**src/rtl/regfile_nxm_sync.sv**
```systemverilog
// Parametrised register file: DEPTH x DATA_W storage, one write port and two
// registered read ports, with optional write-to-read bypass and hardwired-zero reg 0.
module regfile_nxm_sync #(
  parameter int DATA_W   = 8,
  parameter int ADDR_W   = 3,
  parameter int BYPASS   = 1,
  parameter int ZERO_REG = 0
) (
  input  logic                              clk,
  input  logic                              reset,
  input  logic                              WRITE_EN,
  input  logic [ADDR_W-1:0]                 INaddr,
  input  logic [DATA_W-1:0]                 IN,
  input  logic [ADDR_W-1:0]                 OUT1addr,
  input  logic [ADDR_W-1:0]                 OUT2addr,
  output logic [DATA_W-1:0]                 OUT1,
  output logic [DATA_W-1:0]                 OUT2,
  output logic [DATA_W*(2**ADDR_W)-1:0]     debugPin
);

  localparam int DEPTH = 2**ADDR_W;

  logic [DATA_W-1:0] mem [DEPTH];
  logic [DATA_W-1:0] rd1;
  logic [DATA_W-1:0] rd2;
  logic              wr_ok;

  // Writes to register 0 are dropped when it is hardwired to zero.
  assign wr_ok = WRITE_EN && !((ZERO_REG != 0) && (INaddr == '0));

  // Read value before this edge's write; bypass forwards IN, zero reg overrides all.
  always_comb begin
    rd1 = mem[OUT1addr];
    if ((BYPASS != 0) && WRITE_EN && (OUT1addr == INaddr))
      rd1 = IN;
    if ((ZERO_REG != 0) && (OUT1addr == '0))
      rd1 = '0;
  end

  always_comb begin
    rd2 = mem[OUT2addr];
    if ((BYPASS != 0) && WRITE_EN && (OUT2addr == INaddr))
      rd2 = IN;
    if ((ZERO_REG != 0) && (OUT2addr == '0))
      rd2 = '0;
  end

  always_ff @(posedge clk) begin
    if (reset) begin
      mem  <= '{default: '0};
      OUT1 <= '0;
      OUT2 <= '0;
    end else begin
      if (wr_ok)
        mem[INaddr] <= IN;
      OUT1 <= rd1;
      OUT2 <= rd2;
    end
  end

  for (genvar g = 0; g < DEPTH; g++) begin : g_dbg
    assign debugPin[g*DATA_W +: DATA_W] = mem[g];
  end

endmodule

```
**config.mk**
```make
export PLATFORM = sky130hd
export DESIGN_NAME = regfile_nxm_sync
export DESIGN_NICKNAME = d
export VERILOG_FILES = /design/src/rtl/regfile_nxm_sync.sv
export SDC_FILE = /design/constraint.sdc
export NUM_CORES = 1
export LEC_CHECK = 0
export CORE_MARGIN = 2
export CORE_UTILIZATION = 50
export DETAILED_ROUTE_END_ITERATION = 7
export DONT_BUFFER_PORTS = 1
export MAX_ROUTING_LAYER = met4
export SYNTH_ARGS = -nofsm -noshare
export SYNTH_HDL_FRONTEND = slang
export SYNTH_SLANG_ARGS = --single-unit
export TNS_END_PERCENT = 20
```
**constraint.sdc**
```tcl
create_clock -name clk -period 4.2 [get_ports clk]
set_clock_uncertainty 0.2 [all_clocks]
set_input_delay 0.21 -clock clk [delete_from_list [all_inputs] [get_ports clk]]
set_output_delay 0.21 -clock clk [all_outputs]
set_load 0.05 [all_outputs]
```
==> run_results.csv, run 1 <==
group,metric,value,unit
cells_and_area,fillers,702,
worst_hold_path,worstHoldPathType,"in -> reg",
die,core,7730,sq um
power,p_comb_share,8.8,%
status,status,"finished clean",
synth,synth_seq_area_share,40.3,%
critical_path,r2r_end,"OUT1[1]$_SDFF_PP0_",
cells_and_area,nNetsFinal,431,
die,die_y,93.2,um
critical_path,path_delay_family,"buffers and inverters",
cells_and_area,seqCellArea,1600,sq um
die,die-area,8680,sq um
sta,fmax,459,MHz
cells_and_area,area_growth_syn_to_layout,6.20,%
critical_path,cp-start-kind,"primary input",
critical_path,cp.required,4.31,ns
critical_path,slowest_stage,"nor3_2",
clocking,cts_root_buf,"clkbuf_8",
placement,gp_congestion,0.827,
global_route,grt_max_degree,81,
sta,maxSlewHeadroom,48.7,%
placement,io_buffers,0,
power,power,1.50,mW
sta,final-hold-violation-count,0,
sta,period_minus_slack,2.18,ns
sta,hold_ws,0.0146,ns
drt,dr.pass1.iters,4,
die,initial_utilization,51.5,%
sta,setup_ws,2.02,ns
clocking,cts_resized,0,
power,p_sw,449,uW
clocking,clkLatencyLatePin,0.36,ns
drt,drc,0,
power,power_frac_seq,57.4,%
synth,ys_types,24,
critical_path,worst-setup-path-type,"in -> reg",
clocking,path_clk_slew,0.08,ns
power,clockPowerShare,33.9,%
clocking,htree_levels,3,
drt,totalWireLength,11.8,mm
drt,wire_per_inst,22.8,um
sta,slew_viol_final,0,
power,p_int,1.05,mW
cells_and_area,antennaDiodeCount,0,
global_route,grt_pass1_vias,3012,
worst_hold_path,min_from,"reset",
critical_path,reg2reg_from,"debugPin[25]$_SDFFE_PP0P_",
drt,ant_nets,0,
synth,ys_seq_elements,80,
synth,synth_area,3980,sq um
run,max-cap-violations,0,
placement,place_ws,2.48,ns
sta,period_share,51.9,%
drt,vias,3122,
power,power.density,355,nW/um^2
die,die_w,93.2,um
critical_path,rr_worst_depth,3,
worst_hold_path,holdPathStages,2,
drt,drt-initial-drc-count,157,
critical_path,crit_buf_inv,2,
cells_and_area,drive_gt1_share,11.5,%
power,ir_worst_vdd,177,uV
placement,dp_hpwl,7.29,mm
synth,synth_cells,418,
global_route,antenna_found_initial,0,
synth,yosysWarnings,0,
clocking,cts_tree,"done",
die,std_cell_rows,32,
cells_and_area,post-route-util,54.7,%
critical_path,path_max_fanout,11,
critical_path,crit_chain,"dlygate4sd3_1 > nor3_2 > nand2_1 > a21oi_1 > dlygate4sd3_1",
worst_hold_path,hold_path_end,"debugPin[29]$_SDFFE_PP0P_",
sta,rsz0062_at_grt,"false",
clocking,cts_buffers,9,
critical_path,regToRegSetupSlack,2.46,ns
clocking,cts.sinks,80,
critical_path,cp_common_cell,"dlygate4sd3_1",
drt,routed_via_density,6.03,
critical_path,max_stage_delay,0.67,ns
sta,tightest_slew,0.766,ns
die,io-pin-count,100,
global_route,grt_usage,29.0,%
power,power_leakage,1.47,nW
critical_path,critPathCaptureType,"flop",
synth,avgSynthCellArea,9.52,sq um
clocking,max-clock-path-buffers,2,
synth,synth_fp_nets,438,
power,swShare,29.9,%
sta,tns,0,ns
global_route,overflow,0,
global_route,grt_pass1_wl,17.7,mm
cells_and_area,multiInputGateArea,2160,sq um
sta,setup-violations-final,0,
critical_path,cp_data_arrival_time,2.29,ns
-- worst max path at each step --
stage	to	start	slack, ns	depth (start not counted)
2_1_floorplan	OUT2[7]$_SDFF_PP0_	debugPin[31]$_SDFFE_PP0P_	2.64	3
5_1_grt	debugPin[10]$_SDFFE_PP0P_	INaddr[1]	1.94	5
6_report	debugPin[10]$_SDFFE_PP0P_	INaddr[1]	2.02	5
3_5_place_dp	OUT1[1]$_SDFF_PP0_	debugPin[25]$_SDFFE_PP0P_	2.48	3
4_1_cts	debugPin[10]$_SDFFE_PP0P_	INaddr[1]	2.10	5
3_3_place_gp	OUT1[1]$_SDFF_PP0_	debugPin[25]$_SDFFE_PP0P_	2.50	3
-- state kept, by name (all words and copies together) (netlist names) --
register	cells
OUT1	8
debugPin	64
OUT2	8
-- metal layers --
layer | track usage (%) | vias to the layer above | wire [um]
li1 | - | 1465 | -
met1 | 35.4 | 1515 | 4700
met2 | 47.8 | 123 | 5980
met3 | 7.41 | 19 | 883
met4 | 8.95 | 0 | 237
met5 | - | - | 0
-- final cells by class --
class                           instances  share of cell area (%)
Clock buffer                           11                    3.11
Tap cell                              102                    3.02
Sequential cell                        80                    37.9
Clock inverter                          5                   0.800
Multi-Input combinational cell        305                    51.2
Timing Repair Buffer                   15                    3.97
-- power groups by stage --
stage          sequential, mW  combinational (mW)  clock, mW
6_report                0.861               0.131      0.508
2_1_floorplan           0.872               0.123          0
3_3_place_gp            0.878              0.0864          0
5_1_grt                 0.863               0.142      0.551
3_5_place_dp            0.879              0.0879          0
4_1_cts                 0.861               0.131      0.513
-- logic make-up (layout without fill, tap and decap cells) --
logic type,after synthesis,after routing,synth area share [%]
AO/OA/AOI/OAI,80,80,11.1
XOR/XNOR,6,6,1.89
buffers and inverters,33,31,5.38
flip-flops,80,80,40.3
multiplexers,48,48,23.4
AND/OR/NAND/NOR,171,171,18.0
-- timing repair --
item / 4_1_cts / 5_1_grt
hold buffers: 15 / 0
buffers inserted: 0 / 0
endpoints found under the hold margin: 80 / 0
-- cells in the mapped netlist (all sizes together) --
master,count,area share (%)
a211oi,16,3.0
a21oi,64,8.1
buf,17,3.9
clkbuf,16,1.5
dfxtp,80,40
mux2i,16,4.0
mux4,32,19
nand2,133,13
nand2b,3,0.66
nand3,4,0.50
nand4,3,0.79
nor2,23,2.5
nor2b,3,0.47
nor3,2,0.50
xnor2,6,1.9
-- placed cells by master (no fill, tap or decap), drive strengths merged --
master and count:
mux2i 16, buf 1, clkinv 3, nor2b 3, nand2b 3, nand3 4
dlygate4sd3 14, clkbuf 11, dfxtp 80, mux4 32, nor3 2, nor2 23
nand2 133, a21oi 64, nand4 3, clkinvlp 2, xnor2 6, a211oi 16
-- stage by stage --
step	cells	instance area (sq um)
2_1_floorplan	418	3980
3_3_place_gp	487	3890
3_5_place_dp	487	3890
4_1_cts	518	4220
5_1_grt	518	4220
6_report	518	4220
(Power assumes the default switching activity.)
==> run 2, diff against run 1 <==
ABC_AREA = 1   (was default)
clock period = 2.2 ns   (was 4.2 ns; I/O delays follow)
==> run_results.csv, run 2 <==
group,metric,value,unit
synth,ys_async_sr_fraction,0,%
die,die_w,95.2,um
drt,drt-initial-drc-count,469,
synth,synth_cells,622,
drt,vias,4649,
drt,totalWireLength,15.2,mm
clocking,path_clk_slew,0.09,ns
synth,yosysWarnings,0,
cells_and_area,final_common_cell,"nand2_1",
critical_path,slowest_stage,"dlygate4sd3_1",
drt,wire_per_inst,19.1,um
global_route,grt_pass1_wl,22.9,mm
sta,rsz0062_at_grt,"false",
sta,tightest_slew,0.702,ns
cells_and_area,final_cell_mix,"nand2_1 (194), dfxtp_1 (80), a21oi_1 (80), nand3_1 (80), buf_4 (65)",
cells_and_area,nNetsFinal,706,
synth,synth_area_leader_cell,"dfxtp_1",
die,core,8130,sq um
clocking,cts_buffers,9,
sta,hold_ws,0.00498,ns
die,initial_utilization,51.1,%
drt,dr.pass1.iters,6,
clocking,cts.sinks,80,
synth,avgSynthCellArea,6.68,sq um
die,io-pin-count,100,
cells_and_area,fillers,728,
critical_path,worst-setup-path-type,"in -> reg",
synth,synth_area,4160,sq um
die,die-area,9060,sq um
synth,ys_types,18,
sta,setup-violations-final,0,
cells_and_area,final_area,5030,sq um
sta,fmax,491,MHz
sta,period_share,92.5,%
synth,synth.most_common_cell,"nand2_1",
cells_and_area,largest_reg_flops,64,
cells_and_area,antennaDiodeCount,0,
critical_path,critPathCaptureType,"flop",
cells_and_area,post-route-util,61.9,%
power,power_leakage,2.21,nW
placement,place_area,4540,sq um
placement,dp_hpwl,9.87,mm
status,status,"finished clean",
critical_path,max_stage_delay,0.88,ns
clocking,cts_root_buf,"clkbuf_8",
clocking,max-clock-path-buffers,2,
sta,period_minus_slack,2.04,ns
run,max-cap-violations,0,
synth,synth_common_cells,"nand2_1 (194), a21oi_1 (80), dfxtp_1 (80), nand3_1 (80), o21ai_0 (52)",
clocking,cts_tree,"done",
die,die_y,95.2,um
critical_path,cp.required,2.25,ns
placement,io_buffers,0,
global_route,grt_max_degree,81,
critical_path,crit_chain,"dlygate4sd3_1 > nand3_1 > dlygate4sd3_1 > nand3_1 > nand2_1 > nor2_1 > nor2_2",
critical_path,cp_data_arrival_time,2.09,ns
power,power.density,718,nW/um^2
worst_hold_path,worstHoldPathType,"in -> reg",
placement,gp_congestion,1.01,
synth,synth_fp_nets,642,
power,ir_worst_vdd,479,uV
critical_path,cp-start-kind,"primary input",
critical_path,path_max_fanout,13,
global_route,antenna_found_initial,0,
synth,synth_edf_count,0,
clocking,clkLatencyLatePin,0.36,ns
synth,synth_seq_area_share,38.5,%
sta,tns,0,ns
die,std_cell_rows,33,
global_route,grt_pass1_vias,4106,
sta,maxSlewHeadroom,53.2,%
cells_and_area,fin_cells,795,
sta,final-hold-violation-count,0,
drt,routed_via_density,5.85,
global_route,overflow,0,
clocking,htree_levels,3,
placement,place_inst,754,
synth,ys.flop_type,"dfxtp_1",
cells_and_area,drive_gt1_share,16.8,%
drt,ant_nets,0,
synth,synth_area_leaders,"dfxtp_1 (39%), nand2_1 (18%), a21oi_1 (9.6%), nand3_1 (9.6%), o21ai_0 (6.3%)",
sta,slew_viol_final,0,
cells_and_area,area_growth_syn_to_layout,21.2,%
synth,ys_seq_elements,80,
drt,drc,0,
synth,synth_top_area_share,38.5,%
global_route,grt_usage,35.1,%
-- run 2: cell count changes after synthesis, sizes merged, moves of 9 or more --
| cell | before | now |
|---|---|---|
| a21oi | 64 | 80 |
| nand3 | 4 | 80 |
| nor2 | 23 | 62 |
| buf | 17 | 30 |
| a211oi | 16 | 0 |
| clkinv | 0 | 9 |
| inv | 0 | 9 |
| mux2i | 16 | 0 |
| mux4 | 32 | 0 |
| o21ai | 0 | 64 |
| nand2 | 133 | 200 |
-- run 2: where the power goes --
part	switching, mW	internal, mW	total, mW
Combinational	0.482	0.190	0.673
Sequential	0.117	1.51	1.63
Clock	0.564	0.750	1.31
-- run 2: cell type report --
cell class / count / area (sq um) / share of cell area (%)
well taps: 105 / 131 / 2.61
clock buffers: 10 / 128 / 2.53
flip-flops and latches: 80 / 1600 / 31.8
clock inverters: 5 / 106 / 2.11
repair buffers: 91 / 753 / 15.0
inverters: 18 / 70.1 / 1.39
multi-input cells: 486 / 2240 / 44.6
-- run 2: timing repair --
item / in CTS / in global routing
resized for setup: 0 / 2
endpoints found under the setup margin: 0 / 3
hold buffers: 26 / 0
endpoints found under the hold margin: 80 / 0
buffers inserted: 0 / 0
-- run 2: routing by layer --
layer	up-vias	routed length, um	share of wire, %	global-route usage (%)
met1	2114	6430	42	47.4
met3	52	1610	11	7.75
met5	-	0	0	-
li1	2183	-	-	-
met2	300	6510	43	49.8
met4	0	660	4.3	16.4
-- run 2: path summary, 6_finish.rpt --
check,start,to,slack (ns),cells past startpoint
setup / recovery,OUT2addr[1],OUT2[1]$_SDFF_PP0_,0.16,7
hold / removal,INaddr[1],OUT1[6]$_SDFF_PP0_,0.005,6
setup reg to reg,debugPin[54]$_SDFFE_PP0P_,OUT1[6]$_SDFF_PP0_,0.25,8
hold reg to reg,debugPin[3]$_SDFFE_PP0P_,debugPin[3]$_SDFFE_PP0P_,0.40,2
-- run 2: logic make-up after synthesis --
| kind of cell | share of synthesized area, % |
|---|---|
| compound gates | 17.3 |
| buf+inv | 7.44 |
| flops | 38.5 |
| simple gates | 36.7 |
-- run 2: through the flow --
stage | setup WS, ns | total power, mW
after detailed placement | 0.686 | 2.26
after global placement | 0.732 | 2.25
final | 0.165 | 3.61
after global routing | 0.105 | 3.72
after CTS | 0.0253 | 3.59
after floorplan | 0.886 | 2.13
-- run 2: critical path: cells and delay by family --
kind | cells | cell delay (ns)
buffers and inverters | 2 | 1.47
AND/OR/NAND/NOR | 5 | 0.50
==> run 3, diff against run 2 <==
CTS_CLUSTER_SIZE = 28   (was default)
PLACE_DENSITY = 0.68   (was default)
==> run_results.csv, run 3 (same netlist as run 2, synthesis figures left out) <==
group,metric,value,unit
drt,routed_via_density,5.75,
die,core,8130,sq um
cells_and_area,area_growth_syn_to_layout,19.2,%
critical_path,endpoint,"OUT2[6]$_SDFF_PP0_",
cells_and_area,multiInputGateArea,2240,sq um
cells_and_area,post-route-util,60.9,%
clocking,max-clock-path-buffers,2,
clocking,cts_tree,"done",
placement,dp_hpwl,9.72,mm
critical_path,cp_common_cell,"dlygate4sd3_1",
sta,tns,0,ns
global_route,grt_max_degree,81,
clocking,path_clk_slew,0.07,ns
drt,drt-initial-drc-count,521,
sta,setup_ws,0.189,ns
cells_and_area,final_common_cell,"nand2_1",
sta,rsz0062_at_grt,"false",
global_route,grt_pass1_wl,22.7,mm
die,die_y,95.2,um
power,power.density,657,nW/um^2
clocking,cts_root_buf,"clkbuf_8",
cells_and_area,fillers,775,
sta,period_share,91.4,%
sta,slew_viol_final,0,
global_route,grt_usage,34.4,%
critical_path,path_max_fanout,10,
critical_path,regToRegSetupSlack,0.28,ns
critical_path,r2r_end,"OUT2[4]$_SDFF_PP0_",
drt,wire_per_inst,18.5,um
drt,vias,4557,
global_route,antenna_found_initial,0,
drt,ant_nets,0,
clocking,cts_buffers,9,
critical_path,critical_path.startpoint,"IN[6]",
drt,dr.pass1.iters,6,
placement,gp_congestion,0.964,
clocking,clkLatencyLatePin,0.35,ns
run,max-cap-violations,0,
worst_hold_path,worstHoldPathType,"in -> reg",
cells_and_area,final_cell_mix,"nand2_1 (194), dfxtp_1 (80), a21oi_1 (80), nand3_1 (80), buf_4 (65)",
cells_and_area,antennaDiodeCount,0,
drt,totalWireLength,14.7,mm
cells_and_area,fin_cells,793,
critical_path,max_stage_delay,0.53,ns
placement,place_ws,0.659,ns
cells_and_area,nNetsFinal,705,
critical_path,reg2reg_from,"debugPin[52]$_SDFFE_PP0P_",
cells_and_area,drive_gt1_share,16.9,%
critical_path,cp_data_arrival_time,2.10,ns
critical_path,slowest_stage,"dlygate4sd3_1",
die,std_cell_rows,33,
die,die-area,9060,sq um
critical_path,worst-setup-path-type,"in -> reg",
sta,fmax,497,MHz
status,status,"finished clean",
power,power_leakage,2.17,nW
drt,drc,0,
sta,tightest_slew,0.692,ns
critical_path,critPathCaptureType,"flop",
power,ir_worst_vdd,405,uV
clocking,htree_levels,3,
critical_path,cp-start-kind,"primary input",
clocking,cts_setup_buffers,0,
sta,setup-violations-final,0,
placement,place_inst,754,
die,initial_utilization,51.1,%
sta,period_minus_slack,2.01,ns
global_route,grt_pass1_vias,4101,
die,io-pin-count,100,
global_route,overflow,0,
critical_path,cp.required,2.29,ns
die,die_w,95.2,um
cells_and_area,largest_reg_flops,64,
sta,maxSlewHeadroom,53.9,%
placement,io_buffers,0,
critical_path,crit_chain,"dlygate4sd3_1 > clkinv_1 > nand3_1 > nand2_1 > nor2_2 > dlygate4sd3_1",
cells_and_area,seqCellArea,1600,sq um
critical_path,rr_worst_depth,8,
sta,hold_ws,0.00646,ns
sta,final-hold-violation-count,0,
clocking,cts.sinks,80,
[run 3: cell types whose count changed in the layout (fill, tap and decap cells not counted), sizes merged]
cell,previous run,this run
clkinv,10,12
dlygate4sd3,24,23
bufinv,3,0
[run 3: final cells by class]
cell class                 instances  share of cell area (%)
multi-input combinational        486                    45.3
sequential                        80                    32.3
timing repair buffer              90                    15.0
clock buffer                      10                    2.78
tap                              105                    2.65
inverter                          18                    1.42
clock inverter                     4                   0.455
[run 3: critical path: cells and delay by family]
kind | cells | cell delay (ns)
AND/OR/NAND/NOR | 3 | 0.46
buffers and inverters | 3 | 1.53
[run 3: metrics by stage]
stage / instance area (sq um) / total power [mW]
after global placement: 4540 / 2.25
after global routing: 4950 / 3.37
after floorplan: 4160 / 2.13
final: 4950 / 3.25
after CTS: 4950 / 3.24
after detailed placement: 4540 / 2.26
[run 3: per-layer routing]
metal	vias to the layer above	GRT usage, %	share of wire [%]
met1	2095	46.9	44
met4	0	13.4	3.4
met2	253	50.6	44
li1	2176	-	-
met3	33	6.01	8.5
met5	-	-	0
[run 3: how the worst min path moves through the flow]
stage / from / slack [ns] / to / depth (start not counted)
5_1_grt: OUT2addr[0] / 0.03 / OUT2[0]$_SDFF_PP0_ / 6
4_1_cts: OUT1addr[0] / 0.001 / OUT1[6]$_SDFF_PP0_ / 6
3_5_place_dp: OUT1addr[2] / 0.18 / OUT1[5]$_SDFF_PP0_ / 4
3_3_place_gp: OUT1addr[2] / 0.19 / OUT1[3]$_SDFF_PP0_ / 4
6_report: INaddr[1] / 0.006 / OUT2[3]$_SDFF_PP0_ / 6
2_1_floorplan: IN[7] / 0.14 / debugPin[15]$_SDFFE_PP0P_ / 2
[run 3: where the power goes]
part / total (mW) / internal (mW) / switching [mW]
Sequential: 1.63 / 1.51 / 0.117
Clock: 0.959 / 0.423 / 0.537
Combinational: 0.668 / 0.189 / 0.479
[run 3: timing repair]
| action | CTS | global route |
|---|---|---|
| gates resized for setup | 0 | 2 |
| hold endpoints to repair | 80 | 0 |
| setup endpoints to repair | 0 | 2 |
| hold buffers | 25 | 0 |
